`src/rtl/pipe_latch_skid_pkg.sv`:
```
// Shared pipeline types: occupancy type, bubble counter width and the
// fetch/decode payload layout used to size the fetch/decode latch instance.
package cpu_types_pkg;

  typedef logic [31:0] word_t;
  typedef logic [1:0]  pipe_occ_t;

  localparam int PIPE_BUBBLE_CNT_W = 16;

  typedef struct packed {
    word_t instr;
    word_t npc;
    word_t next_pc;
  } fd_payload_t;

  localparam int FD_DATA_W = $bits(fd_payload_t);

  function automatic pipe_occ_t pipe_occ(input logic h_valid, input logic s_valid);
    return {1'b0, h_valid} + {1'b0, s_valid};
  endfunction

endpackage

```
`src/rtl/pipe_latch_skid_if.sv`:
```
// Handshake bundle for one pipeline latch. Modports are seen from the latch:
// up = producer side, down = consumer side, ctrl = stall/flush/monitoring.
interface pipe_latch_if
  import cpu_types_pkg::*;
#(
  parameter int DATA_W = FD_DATA_W,
  parameter int CNT_W  = PIPE_BUBBLE_CNT_W
);

  logic              in_valid;
  logic              in_ready;
  logic [DATA_W-1:0] in_data;
  logic              out_valid;
  logic              out_ready;
  logic [DATA_W-1:0] out_data;
  logic              stall;
  logic              flush;
  pipe_occ_t         occupancy;
  logic [CNT_W-1:0]  bubble_cnt;
  logic              bubble_clr;

  modport up   (input in_valid, input in_data, output in_ready);
  modport down (output out_valid, output out_data, input out_ready);
  modport ctrl (input stall, input flush, input bubble_clr,
                output occupancy, output bubble_cnt);

endinterface

```
`src/rtl/pipe_latch_skid_entry.sv`:
```
// One valid+data storage slot. Reset/clear beats load, load beats drop;
// drop only invalidates so the stale data stays put.
module pipe_latch_entry #(
  parameter int              DATA_W     = 96,
  parameter logic [DATA_W-1:0] RESET_DATA = '0
) (
  input  logic              CLK,
  input  logic              RST,
  input  logic              i_clr,
  input  logic              i_load,
  input  logic              i_drop,
  input  logic [DATA_W-1:0] i_data,
  output logic              o_valid,
  output logic [DATA_W-1:0] o_data
);

  logic              r_valid;
  logic [DATA_W-1:0] r_data;

  always_ff @(posedge CLK) begin
    if (RST || i_clr) begin
      r_valid <= 1'b0;
      r_data  <= RESET_DATA;
    end else if (i_load) begin
      r_valid <= 1'b1;
      r_data  <= i_data;
    end else if (i_drop) begin
      r_valid <= 1'b0;
    end
  end

  assign o_valid = r_valid;
  assign o_data  = r_data;

endmodule

```
`src/rtl/pipe_latch_skid.sv`:
```
// Generic inter-stage pipeline latch with valid/ready, stall, flush and a
// saturating bubble counter. Define PIPE_LATCH_SKID_EN for the 2-entry skid buffer.
module pipe_latch_skid
  import cpu_types_pkg::*;
#(
  parameter int                DATA_W     = FD_DATA_W,
  parameter logic [DATA_W-1:0] RESET_DATA = '0,
  parameter int                CNT_W      = PIPE_BUBBLE_CNT_W
) (
  input logic         CLK,
  input logic         RST,
  pipe_latch_if.up    up_if,
  pipe_latch_if.down  down_if,
  pipe_latch_if.ctrl  ctrl_if
);

  localparam logic [CNT_W-1:0] CNT_MAX = '1;

  logic              w_h_valid;
  logic [DATA_W-1:0] w_h_data;
  logic [DATA_W-1:0] w_h_din;
  logic              w_h_load;
  logic              w_h_drop;
  logic              w_s_valid;
  logic              w_in_ready;
  logic              w_push;
  logic              w_pop;
  logic [CNT_W-1:0]  r_bubble_cnt;

  assign w_pop  = w_h_valid & down_if.out_ready & ~ctrl_if.stall;
  assign w_push = up_if.in_valid & w_in_ready;

`ifdef PIPE_LATCH_SKID_EN
  logic              w_s_load;
  logic              w_s_drop;
  logic [DATA_W-1:0] w_s_data;

  // in_ready depends only on the skid slot, so ready never sees out_ready/stall.
  assign w_in_ready = ~w_s_valid;
  assign w_h_load   = w_s_valid ? w_pop : (w_push & (~w_h_valid | w_pop));
  assign w_h_din    = w_s_valid ? w_s_data : up_if.in_data;
  assign w_s_load   = w_h_valid & ~w_s_valid & w_push & ~w_pop;
  assign w_s_drop   = w_s_valid & w_pop;

  pipe_latch_entry #(.DATA_W(DATA_W), .RESET_DATA(RESET_DATA)) u_skid (
    .CLK     (CLK),
    .RST     (RST),
    .i_clr   (ctrl_if.flush),
    .i_load  (w_s_load),
    .i_drop  (w_s_drop),
    .i_data  (up_if.in_data),
    .o_valid (w_s_valid),
    .o_data  (w_s_data)
  );
`else
  assign w_in_ready = ~w_h_valid | (down_if.out_ready & ~ctrl_if.stall);
  assign w_h_load   = w_push;
  assign w_h_din    = up_if.in_data;
  assign w_s_valid  = 1'b0;
`endif

  assign w_h_drop = w_pop & ~w_h_load;

  pipe_latch_entry #(.DATA_W(DATA_W), .RESET_DATA(RESET_DATA)) u_head (
    .CLK     (CLK),
    .RST     (RST),
    .i_clr   (ctrl_if.flush),
    .i_load  (w_h_load),
    .i_drop  (w_h_drop),
    .i_data  (w_h_din),
    .o_valid (w_h_valid),
    .o_data  (w_h_data)
  );

  // Flush deliberately leaves the counter alone; only RST and bubble_clr zero it.
  always_ff @(posedge CLK) begin
    if (RST) begin
      r_bubble_cnt <= '0;
    end else if (ctrl_if.bubble_clr) begin
      r_bubble_cnt <= '0;
    end else if (~w_h_valid && down_if.out_ready && (r_bubble_cnt != CNT_MAX)) begin
      r_bubble_cnt <= r_bubble_cnt + 1'b1;
    end
  end

  assign up_if.in_ready     = w_in_ready;
  assign down_if.out_valid  = w_h_valid;
  assign down_if.out_data   = w_h_data;
  assign ctrl_if.occupancy  = pipe_occ(w_h_valid, w_s_valid);
  assign ctrl_if.bubble_cnt = r_bubble_cnt;

endmodule
```
`src/flat_wrapper.sv`:
```
// flat-port wrapper written by rule: the top's interface ports become plain ports
module pipe_latch_skid_flat import cpu_types_pkg::*;
#(
  parameter int                DATA_W     = FD_DATA_W,
  parameter logic [DATA_W-1:0] RESET_DATA = '0,
  parameter int                CNT_W      = PIPE_BUBBLE_CNT_W
)
  (CLK, RST, up_if_in_valid, up_if_in_data, up_if_in_ready, down_if_out_valid, down_if_out_data, down_if_out_ready, ctrl_if_stall, ctrl_if_flush, ctrl_if_bubble_clr, ctrl_if_occupancy, ctrl_if_bubble_cnt);
  pipe_latch_if #(.DATA_W(DATA_W), .CNT_W(CNT_W)) up_if_i ();
  pipe_latch_if #(.DATA_W(DATA_W), .CNT_W(CNT_W)) down_if_i ();
  pipe_latch_if #(.DATA_W(DATA_W), .CNT_W(CNT_W)) ctrl_if_i ();
  input logic CLK;
  input logic RST;
  input wire logic [$bits(up_if_i.in_valid)-1:0] up_if_in_valid;
  input wire logic [$bits(up_if_i.in_data)-1:0] up_if_in_data;
  output wire logic [$bits(up_if_i.in_ready)-1:0] up_if_in_ready;
  output wire logic [$bits(down_if_i.out_valid)-1:0] down_if_out_valid;
  output wire logic [$bits(down_if_i.out_data)-1:0] down_if_out_data;
  input wire logic [$bits(down_if_i.out_ready)-1:0] down_if_out_ready;
  input wire logic [$bits(ctrl_if_i.stall)-1:0] ctrl_if_stall;
  input wire logic [$bits(ctrl_if_i.flush)-1:0] ctrl_if_flush;
  input wire logic [$bits(ctrl_if_i.bubble_clr)-1:0] ctrl_if_bubble_clr;
  output wire logic [$bits(ctrl_if_i.occupancy)-1:0] ctrl_if_occupancy;
  output wire logic [$bits(ctrl_if_i.bubble_cnt)-1:0] ctrl_if_bubble_cnt;
  assign up_if_i.in_valid = up_if_in_valid;
  assign up_if_i.in_data = up_if_in_data;
  assign up_if_in_ready = up_if_i.in_ready;
  assign down_if_out_valid = down_if_i.out_valid;
  assign down_if_out_data = down_if_i.out_data;
  assign down_if_i.out_ready = down_if_out_ready;
  assign ctrl_if_i.stall = ctrl_if_stall;
  assign ctrl_if_i.flush = ctrl_if_flush;
  assign ctrl_if_i.bubble_clr = ctrl_if_bubble_clr;
  assign ctrl_if_occupancy = ctrl_if_i.occupancy;
  assign ctrl_if_bubble_cnt = ctrl_if_i.bubble_cnt;
  pipe_latch_skid #(.DATA_W(DATA_W), .RESET_DATA(RESET_DATA), .CNT_W(CNT_W)) u_core (.CLK(CLK), .RST(RST), .up_if(up_if_i), .down_if(down_if_i), .ctrl_if(ctrl_if_i));
endmodule
```
`config.mk`:
```
export PLATFORM = sky130hd
export DESIGN_NAME = pipe_latch_skid_flat
export DESIGN_NICKNAME = d
export VERILOG_FILES = /design/src/rtl/pipe_latch_skid_pkg.sv /design/src/rtl/pipe_latch_skid_if.sv /design/src/rtl/pipe_latch_skid_entry.sv /design/src/rtl/pipe_latch_skid.sv /design/src/flat_wrapper.sv
export SDC_FILE = /design/constraint.sdc
export NUM_CORES = 1
export LEC_CHECK = 0
export ABC_AREA = 1
export CAP_MARGIN = 20
export CORE_UTILIZATION = 40
export CTS_BUF_LIST = sky130_fd_sc_hd__clkbuf_8
export DETAILED_ROUTE_END_ITERATION = 8
export HOLD_SLACK_MARGIN = 0.15
export PLACE_DENSITY = 0.8
export SKIP_CTS_REPAIR_TIMING = 1
export SYNTH_ARGS = -nofsm -noshare
export SYNTH_HDL_FRONTEND = slang
export SYNTH_HIERARCHICAL = 1
export SYNTH_SLANG_ARGS = --single-unit
```
`constraint.sdc`:
```
create_clock -name CLK -period 3.8 [get_ports CLK]
set_input_delay 0.95 -clock CLK [delete_from_list [all_inputs] [get_ports CLK]]
set_output_delay 0.95 -clock CLK [all_outputs]
set_load 0.02 [all_outputs]
```
==> results of run 1 <==
## worst max-delay path by stage
stage                                 to  slack, ns  cells after the start
after detailed placement  up_if_in_ready       0.37                      5
after global placement    up_if_in_ready       0.38                      5
after CTS                 up_if_in_ready       0.36                      5
final                     up_if_in_ready       0.34                      5
after floorplan           up_if_in_ready       1.44                      2
after global routing      up_if_in_ready       0.33                      5
## cell type report
type | count | area (um2)
fillers | 911 | 3840
repair buffers | 218 | 2192
clock inverters | 11 | 162.7
inverters | 21 | 81.33
clock buffers | 19 | 261.5
multi-input cells | 429 | 1866
well taps | 140 | 175.2
flip-flops and latches | 113 | 2262
## sequential cells by signal (all words and copies together) (netlist names)
register	flops
u_core/u_head/o_valid	1
u_core/u_head/o_data	96
u_core/ctrl_if.bubble_cnt	16
## synthesized netlist by cell type
cell / n
clkbuf_1: 6
nor2_2: 1
conb_1: 1
nand2_1: 236
and2_1: 2
buf_6: 10
nand4_1: 4
inv_1: 20
nand3b_1: 1
nand2_2: 5
nor2_1: 47
buf_4: 4
nor2_4: 2
buf_2: 15
inv_4: 1
or2_2: 1
ha_1: 1
dfxtp_1: 113
a21oi_1: 106
nand3_1: 16
a21boi_0: 1
nor3_1: 4
nand4_4: 1
## stage by stage
step           util [%]  power (mW)  cell area (um2)  hold WS [ns]  instances
2_1_floorplan         -       1.430             4433        0.5357        598
3_3_place_gp      60.66       1.613             6576        0.4467        921
3_5_place_dp      60.66       1.619             6576        0.4520        921
4_1_cts           64.58       2.838             7000        0.4618        951
5_1_grt           64.58       2.925             7000        0.4790        951
6_report          64.58       2.811             7000        0.4607        951
## power breakdown
group          leakage (nW)  switching [mW]  internal (mW)
Combinational          1.45           0.172          0.184
Sequential            0.919          0.0191           1.22
Clock                 0.215           0.480          0.738
## cells by family (layout without fill, tap and decap cells)
group,count (synthesis),in the layout,share of synthesized area [%]
AND/OR/NAND/NOR,320,320,29.21
flip-flops,113,113,51.03
AO/OA/AOI/OAI,107,107,12.14
buffers and inverters,56,269,7.254
adder cells (fa/ha/maj),1,1,0.2822
other,1,1,0.08459
## critical path, stage by stage
cell and delay [ns]:
clkdlybuf4s50_1 0.51, inv_1 0.05, or2_2 0.32, nand2_1 0.07, clkdlybuf4s50_1 0.59
## layer usage
metal | vias to the layer above | GRT usage, % | routed length [um]
met5 | - | 0 | 0
met4 | 0 | 13.01 | 407
met1 | 2103 | 25.13 | 5305
met2 | 209 | 36.68 | 6004
li1 | 2305 | - | -
met3 | 31 | 7.082 | 1139
==> summary.md, run 1 <==
| Metric | Value |
|---|---|
| Final net count | `904` |
| Crit. End Element | `output pin` |
| Drt total wl | `~13,000 um` |
| H-tree depth | `4` |
| Synth Instances | `approximately 600` |
| Avg Cell Area, Syn | `between 7 and 8 um2` |
| Layout cells sized above 1 | `roughly 5.2%` |
| Critical path launch point | `down_if_out_ready` |
| VDD IR max | `0.2496 mV` |
| Synth-to-Final Area Change | `57.92%` |
| Clock transition at the registers of the reported paths | `0.06 ns` |
| Die outline width | `107.3 um` |
| Commonest non-fill, non-tap cells in the layout | `nand2_1, clkdlybuf4s50_1, dfxtp_1` |
| Register area share after synthesis | `roughly half` |
| Place WS | `about 0.37 ns` |
| Netlist cell types | `23` |
| Worst Hold Class | `reg -> reg` |
| Synthesized flop and latch total | `about 110` |
| Post-synth top area cell | `dfxtp_1` |
| Initial antenna violation count | `0` |
| CP required | `2.85 ns` |
| Fin Clk Skew | `0.006371 ns` |
| Gr usage total | `approximately 22%` |
| DRC violations left | `0` |
| Max Fclk | `slightly below 300 MHz` |
| Largest net degree at the start of global routing | `98` |
| R2r setup slk | `2.03 ns` |
| Port Buf Inserts | `~220` |
| Fin. max-slew vios | `0` |
| Congestion Overflow GR | `0` |
| Post-Syn Area | `4433 um2` |
| Clk root buf | `clkbuf_8` |
| DP HPWL | `a little under 9000 um` |
| Maximum fanout along the worst path | `3` |
| RSZ-0062 raised after global routing | `no` |
| TritonCTS clock tree | `done` |
| Leak | `approximately 2.6 nW` |
| Hold path startpoint | `u_core/u_head/o_data[3]` |
| Diodes inserted | `0` |
| Drt first pass iters | `5` |
| Clock Latency Late Sink | `roughly 0.43 ns` |
| Core Area | `between 10,000 and 15,000 um2` |
| Clock Sinks | `113` |
| Final setup viols | `0` |
| CP Launch Type | `primary input` |
| Number of clock buffers inserted by TritonCTS | `17` |
| Synth top area cells | `dfxtp_1, nand2_1, a21oi_1, nor2_1, buf_6` |
| Top-area cell type share of the netlist area | `51.03%` |
| R2R Path Start | `u_core/u_head/o_valid` |
| Ports | `between 200 and 250` |
| Vias in the first global route | `4,397` |
| Post-DRT Antenna Nets | `0` |
| Worst Hold Endpoint | `u_core/u_head/o_data[3]` |
| Drt via density | `~4.9` |
| Pwr Density | `approximately 400 nW/um2` |
| Most common cell after layout, fill and taps aside | `nand2_1` |
| Status | `complete, no violations` |
| Synth Warn # | `6` |
| Die height | `107.3 um` |
| Hold Path Depth | `2` |
| Die area | `between 10,000 and 15,000 um2` |
| WL/cell | `approximately 14 um` |
| Row count | `38` |
| Slew margin rel. | `around 29%` |
| Setup ws final | `0.3435 ns` |
| Maxcap violations | `0` |
| Gp weighted congestion | `0.8787` |
| Crit path DAT | `between 2 and 3 ns` |
| Crit path kind | `in -> out` |
| Tcrit/Tclk final | `roughly nine tenths` |
| Clk buf depth | `2` |
| Post-synth net total | `around 700` |
| Violation count after the first detailed-routing iteration | `a little under 400` |
| Tmin final | `around 3.5 ns` |
| Reg2reg end | `u_core/u_head/o_data[54]` |
| Global-route wire length before repair | `between 20,000 and 25,000 um` |
| Worst R2R Path Depth | `4` |
| Actual slew at the worst max-slew pin | `1.070 ns` |
| Via Count | `4,648` |
| Final setup TNS | `0 ns` |
| Final hold viol count | `0` |
| Starting Density | `40.89%` |
(Power assumes the default switching activity.)
==> inputs of run 2 (changes only) <==
- DONT_BUFFER_PORTS: default -> 1
- GPL_TIMING_DRIVEN: default -> 0
- PLACE_DENSITY: 0.8 -> 0.54
==> run 2 against run 1 <==
  * Clock skew grew 0.0011 ns
  * Non-clock buffer count shrank 183
  * Global-route usage shrank 2.4 points
  * Die area is the same
  * Via count shrank 18%
  * Critical path type unchanged
  * Critical endpoint unchanged
==> summary.md, run 2 (synthesis results as in run 1) <==
| Metric | Value |
|---|---|
| Status | `complete, no violations` |
| Crit. End Element | `output pin` |
| Synth-to-Final Area Change | `12.22%` |
| Commonest non-fill, non-tap cells in the layout | `nand2_1, dfxtp_1, a21oi_1` |
| Initial antenna violation count | `0 (unchanged)` |
| Leak | `1.876 nW (-27%)` |
| CP required | `2.85 ns (about the same)` |
| Int Power | `1.803 mW (-16%)` |
| Via Count | `3,797 (-18%)` |
| Reg2reg end | `u_core/ctrl_if.bubble_cnt[10]` |
| Worst R2R Path Depth | `7 (+3)` |
| Post-DRT Antenna Nets | `0 (unchanged)` |
| RSZ-0062 raised after global routing | `no` |
| DP HPWL | `8508 um (-2.7%)` |
| Fin Clk Skew | `0.007504 ns (+0.001133 ns)` |
| Clk root buf | `clkbuf_8` |
| H-tree depth | `4 (unchanged)` |
| Core Area | `10,840 um2 (unchanged)` |
| Largest net degree at the start of global routing | `17 (-83%)` |
| Number of clock buffers inserted by TritonCTS | `17 (unchanged)` |
| Congestion Overflow GR | `0 (unchanged)` |
| Actual slew at the worst max-slew pin | `0.6576 ns (-0.4124 ns)` |
| Worst Hold Class | `reg -> reg` |
| Drt first pass iters | `4 (-1)` |
| Die height | `107.3 um (unchanged)` |
| Sequential share of power | `51.9% (+7.9 points)` |
| Gp weighted congestion | `0.7776 (-12%)` |
| CP max-delay cell | `or2_2` |
| CP max stage delay | `0.29 ns (-0.30 ns)` |
| Hold path startpoint | `u_core/u_head/o_data[70]` |
| Port Buf Inserts | `0 (-100%)` |
| Die area | `11,510 um2 (unchanged)` |
| Global-route wire length before repair | `17,630 um (-12%)` |
| Max reg flops | `96 (unchanged)` |
| Sw Ratio | `27.21% (+3.4 points)` |
| R2r setup slk | `2.09 ns (+0.06 ns)` |
| Violation count after the first detailed-routing iteration | `204 (-49%)` |
| Final hold viol count | `0 (unchanged)` |
| Hold Path Depth | `2 (unchanged)` |
| Gr usage total | `19.85% (-2.4 points)` |
| Tmin final | `2.382 ns (-1.074 ns)` |
| Crit path DAT | `1.43 ns (-1.08 ns)` |
| Final net count | `721 (-20%)` |
| Final setup viols | `0 (unchanged)` |
| Max Fclk | `419.7 MHz (+45%)` |
| Clock power share | `41.7% (-1.6 points)` |
| Tot Pwr | `2.477 mW (-12%)` |
| Switching pwr | `0.6740 mW (+0.50%)` |
| Clock Sinks | `113 (unchanged)` |
| Row count | `38 (unchanged)` |
| Most common cell after layout, fill and taps aside | `nand2_1` |
| Clock Latency Late Sink | `0.42 ns (about the same)` |
| Clk buf depth | `2 (unchanged)` |
| Layout cells sized above 1 | `11.27% (+6.1 points)` |
| R2R Path Start | `u_core/ctrl_if.bubble_cnt[0]` |
| TritonCTS clock tree | `done` |
| Vias in the first global route | `3,605 (-18%)` |
| Clock transition at the registers of the reported paths | `0.07 ns (about the same)` |
| Maxcap violations | `0 (unchanged)` |
| Tcrit/Tclk final | `62.70% (-28 points)` |
| Critical path cell sequence | `inv_1, or2_2, nand2_1` |
| Slew margin rel. | `56.00% (+27 points)` |
| Drt total wl | `11,600 um (-9.8%)` |
| VDD IR max | `0.2194 mV (-12%)` |
| Gate power share | `6.4% (-6.2 points)` |
| Maximum fanout along the worst path | `3 (unchanged)` |
| WL/cell | `15.06 um (+11%)` |
| Worst Hold Endpoint | `u_core/u_head/o_data[70]` |
| Final setup TNS | `0 ns (unchanged)` |
| CP Launch Type | `primary input` |
| Die outline width | `107.3 um (unchanged)` |
| Starting Density | `40.89% (unchanged)` |
| Crit path kind | `in -> out` |
| DRC violations left | `0 (unchanged)` |
| Drt via density | `4.931 (+0.89%)` |
| Diodes inserted | `0 (unchanged)` |
| Ports | `219 (unchanged)` |
| Pwr Density | `498.0 nW/um2 (+24%)` |
| Fin. max-slew vios | `0 (unchanged)` |
[run 2: cell types whose count changed in the layout (fill, tap and decap cells not counted), sizes merged]
cell,change
clkdlybuf4s50,-217
bufinv,-3
buf,+28
clkinvlp,+2
inv,-1
clkbuf,+5
clkinv,+5
[run 2: power groups by stage]
stage | Sequential [mW] | Clock (mW) | Combinational [mW]
3_5_place_dp | 1.31 | 0 | 0.161
2_1_floorplan | 1.30 | 0 | 0.126
4_1_cts | 1.29 | 1.07 | 0.162
6_report | 1.29 | 1.03 | 0.159
3_3_place_gp | 1.31 | 0 | 0.155
5_1_grt | 1.29 | 1.12 | 0.180
[run 2: stage by stage]
stage	hold WS, ns	instance area [um2]	cells	setup slack, ns	util (%)
after floorplan	0.5357	4433	598	1.441	-
after global placement	0.5457	4608	738	1.416	42.51
after detailed placement	0.5479	4608	738	1.416	42.51
after CTS	0.5593	4975	770	1.414	45.89
after global routing	0.5771	4975	770	1.389	45.89
final	0.5563	4975	770	1.418	45.89
[run 2: critical path: cells and delay by family]
family	cells	cell delay, ns
simple gates	2	0.46
buf+inv	1	0.02
[run 2: final cells by class]
class | count | area [um2]
plain buffers | 35 | 240.2
clock buffers | 18 | 247.7
clock inverters | 14 | 118.9
fillers | 1115 | 5866
inverters | 21 | 81.33
multi-input cells | 429 | 1849
flip-flops and latches | 113 | 2262
well taps | 140 | 175.2
[run 2: how the worst max path moves through the flow]
stage / from / endpoint / slack (ns)
after floorplan: ctrl_if_stall / up_if_in_ready / 1.44
after global placement: down_if_out_ready / up_if_in_ready / 1.42
after detailed placement: down_if_out_ready / up_if_in_ready / 1.42
after CTS: down_if_out_ready / up_if_in_ready / 1.41
after global routing: down_if_out_ready / up_if_in_ready / 1.39
final: down_if_out_ready / up_if_in_ready / 1.42
[run 2: per-layer routing]
metal	up-vias	GRT usage [%]	share of wire, %
met1	1705	21.51	40
met2	141	33.69	49
met3	9	8.656	10
li1	1942	-	-
met4	0	8.317	0.90
met5	-	0	0
==> inputs of run 3 (changes only) <==
- clock period: 3.8 -> 2.2 ns (I/O delays scaled with it)
==> results of run 3 <==
Same layout as run 2 (identical final DEF). Status: complete, no violations.
Among the figures that moved: setup slack after placement 1.416 ns -> 0.3037 ns; setup slack after layout 1.418 ns -> 0.4772 ns; hold slack 0.5563 ns -> 0.2719 ns; start point of the critical path down_if_out_ready -> u_core/u_head/o_valid; register-to-register setup slack 2.09 ns -> 0.49 ns; end point of the worst hold path u_core/u_head/o_data[70] -> u_core/u_head/o_data[58]; total power 2.477 mW -> 4.279 mW; worst IR drop on VDD 0.2194 mV -> 0.3790 mV
